<file path="config.mk">
export PLATFORM = sky130hd
export DESIGN_NAME = down_timer
export DESIGN_NICKNAME = d
export VERILOG_FILES = /design/src/rtl/down_timer.sv
export SDC_FILE = /design/constraint.sdc
export NUM_CORES = 1
export LEC_CHECK = 0
export BUFFER_PORTS_ARGS = -buffer_cell sky130_fd_sc_hd__buf_2
export CORE_AREA = 2 2 39 41
export DETAILED_ROUTE_END_ITERATION = 12
export DIE_AREA = 0 0 41 43
export PLACE_DENSITY_LB_ADDON = 0.25
export RECOVER_POWER = 25
export SLEW_MARGIN = 25
export SYNTH_ARGS = -nofsm -noshare
export SYNTH_HDL_FRONTEND = slang
export SYNTH_SLANG_ARGS = --single-unit
</file>
<file path="constraint.sdc">
create_clock -name clk -period 3 [get_ports clk]
set_input_delay 0.15 -clock clk [delete_from_list [all_inputs] [get_ports clk]]
set_output_delay 0.15 -clock clk [all_outputs]
set_load 0.01 [all_outputs]
</file>
<file path="src/rtl/down_timer.sv">
// down_timer: loadable modulo-M down-counter/timer with one-shot and auto-reload modes.
// Counterpart of the up-counting modulo-M counter: bo mirrors co at the bottom of the range.
module down_timer #(
  parameter int unsigned M = 32,
  localparam int unsigned W = $clog2(M)
) (
  input  logic         clk,
  input  logic         rst,
  input  logic         en,
  input  logic         load,
  input  logic [W-1:0] load_val,
  input  logic         stop,
  input  logic         auto_reload,
  output logic [W-1:0] cnt,
  output logic         bo,
  output logic         busy,
  output logic         done
);

  localparam logic [W-1:0] MAX_CNT = W'(M - 1);

  typedef enum logic {
    IDLE = 1'b0,
    RUN  = 1'b1
  } state_e;

  state_e       state_q, state_d;
  logic [W-1:0] cnt_q, cnt_d;
  logic [W-1:0] reload_q, reload_d;
  logic [W-1:0] load_sat;
  logic         busy_q, busy_d;
  logic         done_q, done_d;
  logic         tick;

  // Clamp the requested start value into the legal range 0..M-1.
  always_comb begin
    load_sat = load_val;
    if (32'(load_val) >= M) begin
      load_sat = MAX_CNT;
    end
  end

  // Terminal tick: an enabled count step while sitting at zero.
  assign tick = (state_q == RUN) && en && (cnt_q == '0);

  // Next-state logic; stop outranks load, load outranks counting.
  always_comb begin
    state_d  = state_q;
    cnt_d    = cnt_q;
    reload_d = reload_q;
    done_d   = 1'b0;

    if (stop) begin
      state_d = IDLE;
      cnt_d   = '0;
    end else if (load) begin
      state_d  = RUN;
      cnt_d    = load_sat;
      reload_d = load_sat;
    end else if (state_q == RUN && en) begin
      if (cnt_q == '0) begin
        done_d = 1'b1;
        if (auto_reload) begin
          cnt_d = reload_q;
        end else begin
          state_d = IDLE;
        end
      end else begin
        cnt_d = cnt_q - W'(1);
      end
    end

    busy_d = (state_d == RUN);
  end

  // State and output registers; reset applies immediately, even mid-count.
  always_ff @(posedge clk or posedge rst) begin
    if (rst) begin
      state_q  <= IDLE;
      cnt_q    <= '0;
      reload_q <= MAX_CNT;
      busy_q   <= 1'b0;
      done_q   <= 1'b0;
    end else begin
      state_q  <= state_d;
      cnt_q    <= cnt_d;
      reload_q <= reload_d;
      busy_q   <= busy_d;
      done_q   <= done_d;
    end
  end

  assign cnt  = cnt_q;
  assign bo   = tick;
  assign busy = busy_q;
  assign done = done_q;

endmodule

</file>
==> results.md <==
- Synth top area cells: dfrtp_1 (26%), dfstp_2 (19%), mux2_2 (8.2%)
- Main combinational cell family by area after synthesis: simple AND/OR/NAND/NOR gates
- Critical Path Fanout Max: 7
- H-tree Lvls: 1
- Routability congestion estimate from global placement: about 0.8
- Hold Crit Depth: 3
- # rows: 14
- Crit start category: register
- Fillers: approximately 130
- YS warnings: 0
- Hold Path Class: in2reg
- DRC Markers: 0
- Pwr dens: ~550 nW/um^2
- Setup violations, final: 0
- Worst Tran Pin Value: roughly 0.54 ns
- RSZ-0062 raised after global routing: false
- Diodes inserted: 0
- Clock Skew: roughly 0.0046 ns
- Antenna violation net count after detailed routing: 0
- First-pass GRT wire length: between 2 and 2.5 mm
- Reg-to-reg startpoint: cnt[0]$_DFFE_PP0P_
- Simple-gate share of the synthesized area: a little over a fifth
- Core area: 1380 sq um
- Main synth FF type: dfrtp_1
- Worst slew margin: between 60% and 70%
- Worst-path clk slew: ~0.08 ns
- Via/cell ratio: around 5.6
- CTS root buffer: clkbuf_4
- Most frequent cells in the layout: buf_2 (18), nor2_1 (8), dfrtp_1 (7)
- R2r setup slk: about 1.2 ns
- Syn Area/Cell: between 10 and 15 sq um
- Syn nets: 79
- Nets@finish: 100
- Flop and latch count out of synthesis: 12
- Cell taking the most area after synthesis: dfrtp_1
- Crit path kind: reg2out
- I/O pin count: 19
- Setup TNS: 0 ns
- Initial core utilization: about half
- Seq/Total Area, Yosys: 44.7%
- Reg2reg path depth: 6
- Max Freq: between 0.5 and 0.6 GHz
- DR pass1 iterations: 4
- Worst hold endpoint: reload_q[2]$_DFFE_PP1P_
- WL/cell: 13.3 microns
- Worst Path Required: approximately 2.9 ns
- Die ar.: roughly 1800 sq um
- Initial antenna violation count: 0
- Die Wd: 41 microns
- Adder-Cell Fraction of Synth Area: ~1.8%
- Final Hold Viols: 0
- Cell Area, Synth: between 600 and 700 sq um
- Max_cap viols: 0
- Status: finished clean
- TritonCTS buffer count: 3
- Post-synth EDFFs: 0
- Post-synthesis xor/xnor area fraction: under 10%
- Netlist cell types: 31
- Leading cell type in the layout, fill and taps excluded: buf_2
- Post-synthesis compound-gate area fraction: between 15 and 20%
- Final max-slew violation count: 0
- DR vias: a little under 600
- Vias in the first global route: roughly 530
- Clock tree buffer depth: 2
- Post-DP HPWL: 1.01 mm
- Grt total ovfl: 0
- Starting DRC count in detailed routing: 11
- Synth top area share: approximately a quarter
- Hold wc startpoint: load_val[2]
- Async SR Flop Fraction: 100%
- Die height: between 40 and 50 microns
- Peak supply drop: around 0.26 mV
- Total wire length: 1.37 mm
- Crit path capture type: output port
- Area growth syn-to-layout: 19.5%
- Post-synthesis mux area share: under 10%
- TritonCTS Sinks: 12
- Proportion of layout cells with a drive suffix above 1: between 40 and 50%
- R2r endpoint: cnt[1]$_DFFE_PP0P_
- Critical Path AT: 1.74 ns
- Total track usage: around a fifth
- CTS tree: done
- Final worst-path cycle share: approximately 63%
- P_leak: 0.387 nW
- PostCTS Resize Cnt: 0
- Gate Count Post-Synth: 67
- Total Power: 451 uW
- Pin count of the biggest net entering global routing: 13
- Min Clock Period, post-route: approximately 1.9 ns
- Worst-skew pair later-pin latency: around 0.28 ns
- IO Port Bufs: 18
final cells by class:
cell class	instances	area [sq um]	share of cell area [%]
clock buffers	4	26.3	3.21
inverters	4	15.0	1.83
multi-input cells	48	352	42.9
flip-flops and latches	12	307	37.4
well taps	16	20.0	2.44
repair buffers	19	100	12.2
critical path: stages, from the launching register on:
cell and delay [ns]:
dfrtp_1 0.42, inv_1 0.08, ha_1 0.21, nor4b_4 0.38
and3_1 0.24, buf_2 0.13
per-stage QoR:
stage	area [sq um]	std cells	setup WS, ns	hold WS [ns]	util, %
after floorplan	686	67	1.29	0.0111	-
after global placement	783	98	1.28	0.174	56.6
after detailed placement	783	98	1.21	0.185	56.6
after CTS	820	103	1.10	0.102	59.2
after global routing	820	103	0.975	0.113	59.2
final	820	103	1.11	0.107	59.2
flip-flops by register name (all words and copies together), names as in the netlist:
| signal | flops |
|---|---|
| busy | 1 |
| cnt | 5 |
| done | 1 |
| reload_q | 5 |
logic make-up (layout without fill, tap and decap cells):
kind of cell             count (synthesis)  count (layout)
AND/OR/NAND/NOR                         24              24
AO/OA/AOI/OAI                           16              16
flip-flops                              12              12
buffers and inverters                    7              27
multiplexers                             6               6
adder cells (fa/ha/maj)                  1               1
XOR/XNOR                                 1               1
report_power, final:
part / switching [mW] / internal [mW] / leakage (nW)
combinational: 0.0612 / 0.0680 / 0.229
clock: 0.0561 / 0.0516 / 0.0150
sequential: 0.0241 / 0.190 / 0.143
worst max-delay path by stage:
stage / startpoint / endpoint / slack (ns) / depth (start not counted)
5_1_grt: cnt[0]$_DFFE_PP0P_ / bo / 0.98 / 5
6_report: cnt[0]$_DFFE_PP0P_ / bo / 1.11 / 5
2_1_floorplan: cnt[0]$_DFFE_PP0P_ / cnt[3]$_DFFE_PP0P_ / 1.29 / 5
3_5_place_dp: cnt[0]$_DFFE_PP0P_ / cnt[1]$_DFFE_PP0P_ / 1.21 / 6
3_3_place_gp: cnt[0]$_DFFE_PP0P_ / cnt[1]$_DFFE_PP0P_ / 1.28 / 6
4_1_cts: cnt[0]$_DFFE_PP0P_ / bo / 1.10 / 5
repair_timing:
item,4_1_cts,5_1_grt
hold buffers,1,0
endpoints found under the hold margin,7,0
buffers inserted,0,0
per-layer routing:
layer | GRT usage (%) | part of all wire [%] | vias up | wire length, microns
li1 | - | - | 283 | -
met1 | 26.3 | 43 | 283 | 594
met2 | 27.8 | 50 | 11 | 688
met3 | 3.14 | 3.6 | 4 | 50
met4 | 14.0 | 2.7 | 0 | 37
met5 | 0 | 0 | - | 0
synthesized netlist by cell type (2+ instances only):
master,number
nor2_1,8
dfrtp_1,7
dfstp_2,5
mux2_2,5
inv_1,4
nand2_1,4
a21oi_1,3
nor2b_1,3
a211oi_1,2
clkbuf_1,2
nor3_1,2
o21ai_0,2
o31ai_1,2
Power figures use the tool's default switching activity.
